===== config.mk =====
export PLATFORM = sky130hd
export DESIGN_NAME = alu_arbiter_flat
export DESIGN_NICKNAME = d
export VERILOG_FILES = /design/src/rtl/alu_arbiter_if.sv /design/src/rtl/alu_arbiter.sv /design/src/flat_wrapper.sv
export SDC_FILE = /design/constraint.sdc
export NUM_CORES = 1
export LEC_CHECK = 0
export CORE_MARGIN = 3
export CORE_UTILIZATION = 30
export CTS_BUF_LIST = sky130_fd_sc_hd__clkbuf_2 sky130_fd_sc_hd__clkbuf_4 sky130_fd_sc_hd__clkbuf_8
export DETAILED_ROUTE_END_ITERATION = 12
export PLACE_DENSITY = 0.65
export SYNTH_ARGS = -nofsm -noshare
export SYNTH_HDL_FRONTEND = slang
export SYNTH_SLANG_ARGS = --single-unit

===== constraint.sdc =====
create_clock -name clk -period 4.9 [get_ports clk]
set_clock_uncertainty 0.15 [all_clocks]
set_input_delay 0.735 -clock clk [delete_from_list [all_inputs] [get_ports clk]]
set_output_delay 0.735 -clock clk [all_outputs]
set_load 0.05 [all_outputs]

===== src/rtl/alu_arbiter_if.sv =====
// alu_arbiter_if: one requester's link to the ALU arbiter.
//   Request side : req_valid, req_ready, req_a, req_b, req_op (3-bit ALUop)
//   Response side: resp_valid, resp_ready, resp_result, resp_flags {Overflow, CarryOut, Zero}
//   master = requester (client), slave = arbiter.
interface alu_arbiter_if #(
  parameter int unsigned DATA_WIDTH = 32
) ();
  logic                  req_valid;
  logic                  req_ready;
  logic [DATA_WIDTH-1:0] req_a;
  logic [DATA_WIDTH-1:0] req_b;
  logic [2:0]            req_op;
  logic                  resp_valid;
  logic                  resp_ready;
  logic [DATA_WIDTH-1:0] resp_result;
  logic [2:0]            resp_flags;

  modport master (
    output req_valid, req_a, req_b, req_op, resp_ready,
    input  req_ready, resp_valid, resp_result, resp_flags
  );

  modport slave (
    input  req_valid, req_a, req_b, req_op, resp_ready,
    output req_ready, resp_valid, resp_result, resp_flags
  );
endinterface


===== src/rtl/alu_arbiter.sv =====
// alu_arbiter: shares one external combinational ALU between two requesters.
// Round-robin arbitration in IDLE, one EXEC cycle driving the ALU from latched
// operands, then the registered result/flags are held for the issuing requester.
//   clk, rst          : clock, asynchronous active-high reset
//   io_req0, io_req1  : requester links (slave side)
//   o_alu_a/b/op      : operands and ALUop to the ALU
//   i_alu_result      : ALU result
//   i_alu_overflow, i_alu_carry_out, i_alu_zero : ALU flags
module alu_arbiter #(
  parameter int unsigned DATA_WIDTH = 32
) (
  input  logic                  clk,
  input  logic                  rst,
  alu_arbiter_if.slave          io_req0,
  alu_arbiter_if.slave          io_req1,
  output logic [DATA_WIDTH-1:0] o_alu_a,
  output logic [DATA_WIDTH-1:0] o_alu_b,
  output logic [2:0]            o_alu_op,
  input  logic [DATA_WIDTH-1:0] i_alu_result,
  input  logic                  i_alu_overflow,
  input  logic                  i_alu_carry_out,
  input  logic                  i_alu_zero
);

  typedef enum logic [1:0] {StIdle = 2'd0, StExec = 2'd1, StResp = 2'd2} state_e;

  state_e                r_state;
  state_e                w_state_next;
  logic                  r_rr_ptr;
  logic                  r_owner;
  logic [DATA_WIDTH-1:0] r_opnd_a;
  logic [DATA_WIDTH-1:0] r_opnd_b;
  logic [2:0]            r_opnd_op;
  logic [DATA_WIDTH-1:0] r_res0;
  logic [DATA_WIDTH-1:0] r_res1;
  logic [2:0]            r_flags0;
  logic [2:0]            r_flags1;

  logic w_any_valid;
  logic w_grant;
  logic w_accept;
  logic w_resp_ready;

  assign w_any_valid = io_req0.req_valid | io_req1.req_valid;
  // Only requester 1 valid picks 1; only 0 valid picks 0; both valid defer to rr_ptr.
  assign w_grant = (io_req0.req_valid & io_req1.req_valid) ? r_rr_ptr : io_req1.req_valid;
  // The granted requester is always a valid one, so any valid in IDLE is an accept.
  assign w_accept     = (r_state == StIdle) & w_any_valid;
  assign w_resp_ready = r_owner ? io_req1.resp_ready : io_req0.resp_ready;

  // The ALU sees the operand registers directly; they only change on accept, so
  // the ALU inputs hold their last value outside EXEC.
  assign o_alu_a  = r_opnd_a;
  assign o_alu_b  = r_opnd_b;
  assign o_alu_op = r_opnd_op;

  assign io_req0.resp_result = r_res0;
  assign io_req0.resp_flags  = r_flags0;
  assign io_req1.resp_result = r_res1;
  assign io_req1.resp_flags  = r_flags1;

  // State register
  always_ff @(posedge clk or posedge rst) begin
    if (rst) begin
      r_state <= StIdle;
    end else begin
      r_state <= w_state_next;
    end
  end

  // Next-state logic
  always_comb begin
    w_state_next = r_state;
    case (r_state)
      StIdle:  if (w_any_valid) w_state_next = StExec;
      StExec:  w_state_next = StResp;
      StResp:  if (w_resp_ready) w_state_next = StIdle;
      default: w_state_next = StIdle;
    endcase
  end

  // Output logic
  always_comb begin
    io_req0.req_ready  = w_accept & ~w_grant;
    io_req1.req_ready  = w_accept & w_grant;
    io_req0.resp_valid = (r_state == StResp) & ~r_owner;
    io_req1.resp_valid = (r_state == StResp) & r_owner;
  end

  // Operand latch, arbitration pointer and per-requester response registers
  always_ff @(posedge clk or posedge rst) begin
    if (rst) begin
      r_rr_ptr  <= 1'b0;
      r_owner   <= 1'b0;
      r_opnd_a  <= '0;
      r_opnd_b  <= '0;
      r_opnd_op <= '0;
      r_res0    <= '0;
      r_res1    <= '0;
      r_flags0  <= '0;
      r_flags1  <= '0;
    end else begin
      if (w_accept) begin
        r_owner   <= w_grant;
        r_rr_ptr  <= ~w_grant;
        r_opnd_a  <= w_grant ? io_req1.req_a  : io_req0.req_a;
        r_opnd_b  <= w_grant ? io_req1.req_b  : io_req0.req_b;
        r_opnd_op <= w_grant ? io_req1.req_op : io_req0.req_op;
      end
      // Only the owner's registers are written; the other side keeps its last response.
      if (r_state == StExec) begin
        if (r_owner) begin
          r_res1   <= i_alu_result;
          r_flags1 <= {i_alu_overflow, i_alu_carry_out, i_alu_zero};
        end else begin
          r_res0   <= i_alu_result;
          r_flags0 <= {i_alu_overflow, i_alu_carry_out, i_alu_zero};
        end
      end
    end
  end

endmodule

===== src/flat_wrapper.sv =====
// flat-port wrapper written by rule: the top's interface ports become plain ports
module alu_arbiter_flat 
#(
  parameter int unsigned DATA_WIDTH = 32
)
  (clk, rst, o_alu_a, o_alu_b, o_alu_op, i_alu_result, i_alu_overflow, i_alu_carry_out, i_alu_zero, io_req0_req_valid, io_req0_req_a, io_req0_req_b, io_req0_req_op, io_req0_resp_ready, io_req0_req_ready, io_req0_resp_valid, io_req0_resp_result, io_req0_resp_flags, io_req1_req_valid, io_req1_req_a, io_req1_req_b, io_req1_req_op, io_req1_resp_ready, io_req1_req_ready, io_req1_resp_valid, io_req1_resp_result, io_req1_resp_flags);
  alu_arbiter_if #(.DATA_WIDTH(DATA_WIDTH)) io_req0_i ();
  alu_arbiter_if #(.DATA_WIDTH(DATA_WIDTH)) io_req1_i ();
  input  logic clk;
  input  logic rst;
  output logic [DATA_WIDTH-1:0] o_alu_a;
  output logic [DATA_WIDTH-1:0] o_alu_b;
  output logic [2:0] o_alu_op;
  input  logic [DATA_WIDTH-1:0] i_alu_result;
  input  logic i_alu_overflow;
  input  logic i_alu_carry_out;
  input  logic i_alu_zero;
  input wire logic [$bits(io_req0_i.req_valid)-1:0] io_req0_req_valid;
  input wire logic [$bits(io_req0_i.req_a)-1:0] io_req0_req_a;
  input wire logic [$bits(io_req0_i.req_b)-1:0] io_req0_req_b;
  input wire logic [$bits(io_req0_i.req_op)-1:0] io_req0_req_op;
  input wire logic [$bits(io_req0_i.resp_ready)-1:0] io_req0_resp_ready;
  output wire logic [$bits(io_req0_i.req_ready)-1:0] io_req0_req_ready;
  output wire logic [$bits(io_req0_i.resp_valid)-1:0] io_req0_resp_valid;
  output wire logic [$bits(io_req0_i.resp_result)-1:0] io_req0_resp_result;
  output wire logic [$bits(io_req0_i.resp_flags)-1:0] io_req0_resp_flags;
  input wire logic [$bits(io_req1_i.req_valid)-1:0] io_req1_req_valid;
  input wire logic [$bits(io_req1_i.req_a)-1:0] io_req1_req_a;
  input wire logic [$bits(io_req1_i.req_b)-1:0] io_req1_req_b;
  input wire logic [$bits(io_req1_i.req_op)-1:0] io_req1_req_op;
  input wire logic [$bits(io_req1_i.resp_ready)-1:0] io_req1_resp_ready;
  output wire logic [$bits(io_req1_i.req_ready)-1:0] io_req1_req_ready;
  output wire logic [$bits(io_req1_i.resp_valid)-1:0] io_req1_resp_valid;
  output wire logic [$bits(io_req1_i.resp_result)-1:0] io_req1_resp_result;
  output wire logic [$bits(io_req1_i.resp_flags)-1:0] io_req1_resp_flags;
  assign io_req0_i.req_valid = io_req0_req_valid;
  assign io_req0_i.req_a = io_req0_req_a;
  assign io_req0_i.req_b = io_req0_req_b;
  assign io_req0_i.req_op = io_req0_req_op;
  assign io_req0_i.resp_ready = io_req0_resp_ready;
  assign io_req0_req_ready = io_req0_i.req_ready;
  assign io_req0_resp_valid = io_req0_i.resp_valid;
  assign io_req0_resp_result = io_req0_i.resp_result;
  assign io_req0_resp_flags = io_req0_i.resp_flags;
  assign io_req1_i.req_valid = io_req1_req_valid;
  assign io_req1_i.req_a = io_req1_req_a;
  assign io_req1_i.req_b = io_req1_req_b;
  assign io_req1_i.req_op = io_req1_req_op;
  assign io_req1_i.resp_ready = io_req1_resp_ready;
  assign io_req1_req_ready = io_req1_i.req_ready;
  assign io_req1_resp_valid = io_req1_i.resp_valid;
  assign io_req1_resp_result = io_req1_i.resp_result;
  assign io_req1_resp_flags = io_req1_i.resp_flags;
  alu_arbiter #(.DATA_WIDTH(DATA_WIDTH)) u_core (.clk(clk), .rst(rst), .io_req0(io_req0_i), .io_req1(io_req1_i), .o_alu_a(o_alu_a), .o_alu_b(o_alu_b), .o_alu_op(o_alu_op), .i_alu_result(i_alu_result), .i_alu_overflow(i_alu_overflow), .i_alu_carry_out(i_alu_carry_out), .i_alu_zero(i_alu_zero));
endmodule

==> summary.md, run 1 <==
The run finished with clean final reports. Setup violations remaining at the end of the flow were counted as 0. The cell area that synthesis handed to floorplanning was 6360 um2. The synthesized design spends more area on one cell type than any other, namely sky130_fd_sc_hd__dfrtp_1.

The wire length of the first global-routing pass was 33200 um. The number of DRC violations after detailed-routing iteration 0 is 286, and the final hold violation count is 0. Count of yosys warnings during synthesis: 0. The initial standard-cell utilization of the core was 30.9%.

Summed over all cells, the static leakage comes to 0.00404 uW. For this run the aggregate overflow at the end of global routing stands at 0. Pin count of the biggest net entering global routing: 114. The top cell type's share of synthesized area came out at 55.5%. The x dimension of the die works out to 152 um. Count of buffers inserted at the top-level ports: 315.

After synthesis, flip-flops and latches occupy 55.5% of the total area. The endpoint kind of the worst setup timing path was a primary output. The first detailed-routing pass ran for 5 iterations. Pin placement for this block handled 316 I/O pins.

Average cell area after synthesis: 13.7 um2. Across all setup checks in the final design, the least slack found is 1.21 ns. Of the cells placed in the final design, the portion with a size suffix greater than 1 is 16.7%. The clock passes through at most 2 buffers.

Derived from the worst setup path, the maximum achievable clock frequency is 271 MHz. The sink count of the clock tree is 141, and the CTS clock-pin slew for the worst setup and hold paths is 0.08 ns. Row generation in the floorplan step produced 52 rows.

The tools report the number of buffers inserted to repair setup after CTS as 0. At the placement stage, the worst setup path has a slack of 0.874 ns. The power after layout was 8180 uW; the area overhead of the layout relative to synthesis was 57.8%. STA puts the critical path data required time at 4.01 ns. The tool flagged a number of max-cap violations equal to 0.

Dividing the detail-routed wire length by the instance count gives 21.1 um. The tools report the number of unique standard cell types used by synthesis as 28. Synthesis inferred 141 register bits. After detailed routing, the total wire length is 21900 um. At the later pin of the worst-skew pair, clock insertion delay measures 0.43 ns. Buffers inserted to repair hold after CTS numbered 0. At the pin with the least slew margin, the transition time is 1.32 ns.

The tools report the initial antenna violation count as 3. In this run the worst hold path is classified as register to register. Global routing consumed, over all layers together, 18.7% of the routing resources.

Counting instances in the post-synthesis netlist gives the leading cell types as sky130_fd_sc_hd__dfrtp_1 (141), sky130_fd_sc_hd__o21ai_0 (42), sky130_fd_sc_hd__mux2_2 (41). CTS built an H-tree with a depth of 4. The tools report the area of the placeable core as 20600 um2. Ranked by total cell area, the synthesized netlist is headed by sky130_fd_sc_hd__dfrtp_1 (55%), sky130_fd_sc_hd__mux2_2 (7.3%), sky130_fd_sc_hd__mux2_4 (7.1%), sky130_fd_sc_hd__a2bb2oi_1 (5.5%), sky130_fd_sc_hd__a311oi_1 (5.5%). The count of pins over their slew limit was 0. Setup repair after global routing left no endpoint under its margin. The number of nets in the synthesized netlist is 640. The number of antenna diodes in the final layout is 0.

The number of clock buffers added by TritonCTS is 17. The post-route setup TNS is 0 ns, and the number of instances resized during post-cts repair is 0. The final layout contains 928 nets. Synthesis produced 465 cells. The total die area is 23000 um2, and the routability-driven placement congestion ratio is 0.824.

The run gives 5456 as the routed via count. After synthesis, the share of flip-flops with an asynchronous set or reset is 100%. The final antenna-violating net count was 0. TritonCTS built the clock tree. The worst pin sits at a relative slew slack of 12.1%.

The most frequently used flop master after synthesis is sky130_fd_sc_hd__dfrtp_1. The sort of element at the start of the critical path is an input pin. Highest net fanout along the worst path: 31.

Clock tree synthesis selected as its root buffer the cell sky130_fd_sc_hd__clkbuf_8. Of the available clock period, the critical path in the final layout requires 75.3%. The post-detailed-route DRC marker count was 0; the average via count per standard cell was 5.27. The wire-length estimate of the detail-placed layout is 15100 um.

The ratio of total power to cell area was 815 nW/um2. Counting I/O delays and the setup requirement, the final critical path takes 3.69 ns. The number of enable flip-flop cells after synthesis is 0.

Via count of the first global-routing pass: 5829. Across the VDD grid, the largest voltage drop is 0.468 mV. By startpoint and endpoint, the worst setup path is classified as input pin to primary output.

The data arrival at the endpoint of the critical path is 2.80 ns. The library cell with the highest instance count after synthesis is sky130_fd_sc_hd__dfrtp_1. The die span in y came out at 152 um.
==> layout by cell type (no fill, tap or decap) <==
| cell | count |
|---|---|
| sky130_fd_sc_hd__inv_6 | 7 |
| sky130_fd_sc_hd__nand3_1 | 1 |
| sky130_fd_sc_hd__nand2b_2 | 1 |
| sky130_fd_sc_hd__bufinv_16 | 2 |
| sky130_fd_sc_hd__buf_4 | 10 |
| sky130_fd_sc_hd__mux2_2 | 41 |
| sky130_fd_sc_hd__inv_2 | 3 |
| sky130_fd_sc_hd__nand2b_1 | 1 |
| sky130_fd_sc_hd__a21o_2 | 1 |
| sky130_fd_sc_hd__or2b_1 | 1 |
| sky130_fd_sc_hd__buf_12 | 1 |
| sky130_fd_sc_hd__a311oi_1 | 40 |
| sky130_fd_sc_hd__clkdlybuf4s50_1 | 312 |
| sky130_fd_sc_hd__o21ai_2 | 1 |
| sky130_fd_sc_hd__nor2_2 | 1 |
| sky130_fd_sc_hd__nor2_4 | 2 |
| sky130_fd_sc_hd__nor3_4 | 1 |
| sky130_fd_sc_hd__a221o_1 | 26 |
| sky130_fd_sc_hd__inv_1 | 1 |
| sky130_fd_sc_hd__o2111ai_1 | 1 |
| sky130_fd_sc_hd__clkbuf_4 | 1 |
| sky130_fd_sc_hd__o21ai_0 | 42 |
| sky130_fd_sc_hd__mux2_4 | 30 |
| sky130_fd_sc_hd__clkbuf_8 | 18 |
| sky130_fd_sc_hd__clkinvlp_4 | 4 |
| sky130_fd_sc_hd__and2b_1 | 1 |
| sky130_fd_sc_hd__a21oi_1 | 2 |
| sky130_fd_sc_hd__dfrtp_1 | 141 |
| sky130_fd_sc_hd__nor2_1 | 2 |
| sky130_fd_sc_hd__or2_2 | 2 |
| sky130_fd_sc_hd__nand4_1 | 1 |
| sky130_fd_sc_hd__o2111a_1 | 26 |
| sky130_fd_sc_hd__a2bb2oi_1 | 40 |
| sky130_fd_sc_hd__clkinv_4 | 1 |
| sky130_fd_sc_hd__buf_2 | 1 |
==> cell type report <==
cell class / count / area (um2)
clock buffer: 19 / 255
clock inverter: 13 / 151
fill: 1874 / 10500
inverter: 5 / 23.8
multi-input combinational: 264 / 2520
sequential: 141 / 3530
tap: 270 / 338
timing repair buffer: 324 / 3220
==> per-layer routing <==
layer | routed length, um | GRT usage, % | vias up
met5 | 32 | 0 | -
li1 | - | - | 2420
met2 | 10500 | 30.8 | 305
met3 | 2140 | 6.31 | 31
met1 | 8820 | 23.4 | 2694
met4 | 357 | 5.48 | 6
==> cells by family after synthesis <==
family / synth area share, %
buffers and inverters: 5.35
AND/OR/NAND/NOR: 1.30
AO/OA/AOI/OAI: 23.5
flip-flops: 55.5
multiplexers: 14.3
==> flip-flops by register name, indices dropped and copies added, names as in the netlist <==
name                        count
u_core.r_rr_ptr                 1
u_core.io_req1.resp_flags       3
u_core.o_alu_b                 32
u_core.io_req0.resp_result     32
u_core.io_req0.resp_flags       3
u_core.o_alu_a                 32
u_core.r_state                  2
u_core.o_alu_op                 3
u_core.r_owner                  1
u_core.io_req1.resp_result     32
==> where the power goes <==
| group | switching, uW | internal (uW) | total (uW) |
|---|---|---|---|
| sequential | 372 | 1760 | 2130 |
| clock | 479 | 482 | 961 |
| combinational | 3140 | 1940 | 5080 |
==> stage by stage <==
stage | hold WS, ns | utilization, % | cell area, um2 | std cells
after floorplan | 0.386 | - | 6360 | 465
after CTS | 0.362 | 48.8 | 10000 | 1036
after detailed placement | 0.344 | 46.8 | 9630 | 1004
final | 0.356 | 48.8 | 10000 | 1036
after global placement | 0.337 | 46.8 | 9630 | 1004
after global routing | 0.379 | 48.8 | 10000 | 1036
==> worst paths after layout <==
path	slack [ns]	from	depth (start not counted)	end
worst max-delay path	1.21	io_req0_req_valid	5	io_req0_req_ready
worst min-delay path	0.36	u_core.io_req1.resp_result[29]	1	u_core.io_req1.resp_result[29]
worst max register to register	2.16	u_core.r_state[0]	6	u_core.o_alu_a[2]
worst min register to register	0.36	u_core.io_req1.resp_result[29]	1	u_core.io_req1.resp_result[29]
max in group asynchronous	2.81	rst	3	u_core.io_req1.resp_result[7]
min in group asynchronous	0.76	rst	2	u_core.o_alu_a[9]
==> critical path: stages <==
cell and delay, ns:
sky130_fd_sc_hd__clkdlybuf4s50_1 0.39, sky130_fd_sc_hd__buf_4 0.25, sky130_fd_sc_hd__o21ai_2 1.03, sky130_fd_sc_hd__a21oi_1 0.11
sky130_fd_sc_hd__buf_4 0.26
Note: power is estimated with default switching activity, not from simulation.
==> run 2: changes to the inputs <==
==> constraint.sdc (replaced) <==
create_clock -name clk -period 3.3 [get_ports clk]
set_clock_uncertainty 0.15 [all_clocks]
set_input_delay 0.495 -clock clk [delete_from_list [all_inputs] [get_ports clk]]
set_output_delay 0.495 -clock clk [all_outputs]
set_load 0.05 [all_outputs]
==> summary.md, run 2 (synthesis results as in run 1) <==
The peak clock frequency supported by timing was 369 MHz. The logs give 0 for the final hold violation count and 2 for the maximum root-to-sink buffer count. The final critical path time including I/O delays and setup is 2.71 ns, and the initial antenna violation count is 1.

The beginning of the critical path is u_core.r_state[0]. The area overhead of the layout relative to synthesis was 58.3%; the required time of the critical path was 2.65 ns. Number of hold-repair buffers added at the cts stage: 0. The tools report the endpoint kind of the worst setup timing path as a primary output.

TritonCTS built the clock tree. The library cells used most frequently in the layout, excluding fill and tap cells, are sky130_fd_sc_hd__clkdlybuf4s50_1 (312), sky130_fd_sc_hd__dfrtp_1 (141), sky130_fd_sc_hd__o21ai_0 (42). After the first detailed-routing iteration, the DRC count stood at 269. For the global router's overall resource usage, the log shows 18.3%.

The tool flagged a number of max-cap violations equal to 0. The worst setup path is launched from a register. Cells with a size suffix above 1 make up 17.1% of the layout. Data arrives at the worst endpoint at 2.06 ns. Counting every sink on the clock net gives 141.

From bottom edge to top edge, the die measures 152 um. The tools report the clock root buffer master as sky130_fd_sc_hd__clkbuf_8. The floorplan step defined a die boundary enclosing 23000 um2.

Walking the worst path, the cells encountered are or2b_1 > nor2_1 > clkdlybuf4s50_1. Measured in cells, the most critical reg-to-reg path has a length of 4. The tools report the half-perimeter wire length after placement as 14800 um. Using the TritonRoute via totals, the vias-per-cell ratio works out to 5.24.

After routing the design area is 10100 um2. The CTS buffer count is 17. After detailed routing, the number of remaining DRC violations is 0. The reg-to-reg critical path endpoint was u_core.o_alu_b[12].

Slew at the pin with the worst max-slew slack: 1.02 ns. The final antenna-violating net count was 0; the global-route congestion overflow total was 0. The tools report the end point of the critical path as io_req1_resp_valid. Ratio of total power to cell area: 1200 nW/um2.

Dividing the detail-routed wire length by the instance count gives 20.7 um. In this design, the stage delay of the slowest critical-path cell is 0.84 ns. The class of the worst hold path was input pin to register.

The pin count of the biggest net entering global routing was 142; the number of fillers in the final layout was 1834. The flow ran to the end, and the final reports show no timing, DRC or antenna violations. After clock tree synthesis, the clock-pin slew on the worst setup and hold paths is 0.10 ns.

The setup slack of the worst register-to-register path is 1.12 ns. The logs give 20600 um2 for the area of the placeable core and 0 for the number of buffers inserted to repair setup after CTS. The routed via count is 5456. The count of buffers inserted at the top-level ports is 315, and the wire length of the first global-routing pass is 32600 um. The count of pins over their slew limit came out at 0.

316 I/O pins were placed. The run gives 21500 um as the aggregate routed wire length. Once placement finished, the instance area stood at 9690 um2. The final layout contains 932 nets.

Once the floorplan was initialized, standard cells occupied 30.9% of the core. The run gives 0.591 ns as the minimum setup slack in the final design. Setup repair after global routing left no endpoint under its margin.

After floorplanning, the core was divided into 52 placement rows. The number of gates resized after CTS was 0. In this run the worst path has a maximum fanout of 4. Classification of the worst setup path: register to primary output.

In this run the critical register-to-register path is launched from u_core.r_state[0]. The via count of the first global-routing pass was 5823; the final setup violation count was 0. Later-pin clock latency in the skew report: 0.45 ns.

The logs give 0.551 mV for the worst voltage drop across the vdd grid and 49.0% for the fraction of the core area covered by cells at the end of the flow. The worst pin sits at a relative slew slack of 31.9%. The tools report the cell leakage power as 0.00406 uW.

Among all stages on the critical path, the largest delay is contributed by sky130_fd_sc_hd__clkdlybuf4s50_1. The x dimension of the die came out at 152 um. Most common cell after layout, fill and taps aside: sky130_fd_sc_hd__clkdlybuf4s50_1. The first detailed-routing pass ran for 6 iterations. Power comes to 12100 uW. In the finished design, the share of the clock period the worst path needs comes to 82.1%. Timing analysis after detailed placement gives a worst setup slack of 0.778 ns.

At the end of routability-driven placement, the weighted congestion stood at 0.825. Adding up every negative setup slack in the final design gives 0 ns. The CTS H-tree depth is 4.
-- run 2: cell type report --
cell class,instances,area (um2),area share [%]
clock buffer,17,234,2.32
tap,270,338,3.36
timing repair buffer,328,3280,32.6
inverter,5,22.5,0.224
sequential,141,3530,35.0
clock inverter,15,145,1.44
antenna,1,2.50,0.0249
multi-input combinational,264,2520,25.0
-- run 2: where the power goes --
part           switching (uW)  internal [uW]  leakage, uW  total (uW)
sequential                542           2620      0.00165        3160
combinational            4690           2910      0.00222        7590
clock                     786            561     0.000191        1350
-- run 2: metal layers --
layer	GRT usage (%)	routed length, um	vias to the layer above	part of all wire [%]
li1	-	-	2447	-
met1	23.2	8930	2683	42
met2	29.7	10200	286	48
met3	5.29	1670	40	7.7
met4	7.14	663	0	3.1
met5	0	0	-	0
-- run 2: how the worst min path moves through the flow --
stage | startpoint | end | slack, ns | cells after the start
2_1_floorplan | u_core.r_state[0] | u_core.r_state[1] | 0.39 | 2
4_1_cts | io_req1_req_valid | u_core.o_alu_b[6] | 0.25 | 3
3_3_place_gp | u_core.io_req1.resp_flags[1] | u_core.io_req1.resp_flags[1] | 0.34 | 1
6_report | io_req1_req_valid | u_core.o_alu_b[6] | 0.28 | 3
3_5_place_dp | u_core.io_req1.resp_result[4] | u_core.io_req1.resp_result[4] | 0.34 | 1
5_1_grt | io_req1_req_valid | u_core.o_alu_b[6] | 0.25 | 3
-- run 2: through the flow --
stage                     std cells  hold WS, ns
after floorplan                 465        0.386
after global placement         1008        0.338
after detailed placement       1008        0.342
after CTS                      1040        0.248
after global routing           1041        0.249
final                          1041        0.278
-- run 2: critical path, delay by kind of cell (launching register included) --
family,cells,cell delay (ns)
buffers and inverters,1,0.84
flip-flops,1,0.42
AND/OR/NAND/NOR,2,0.36
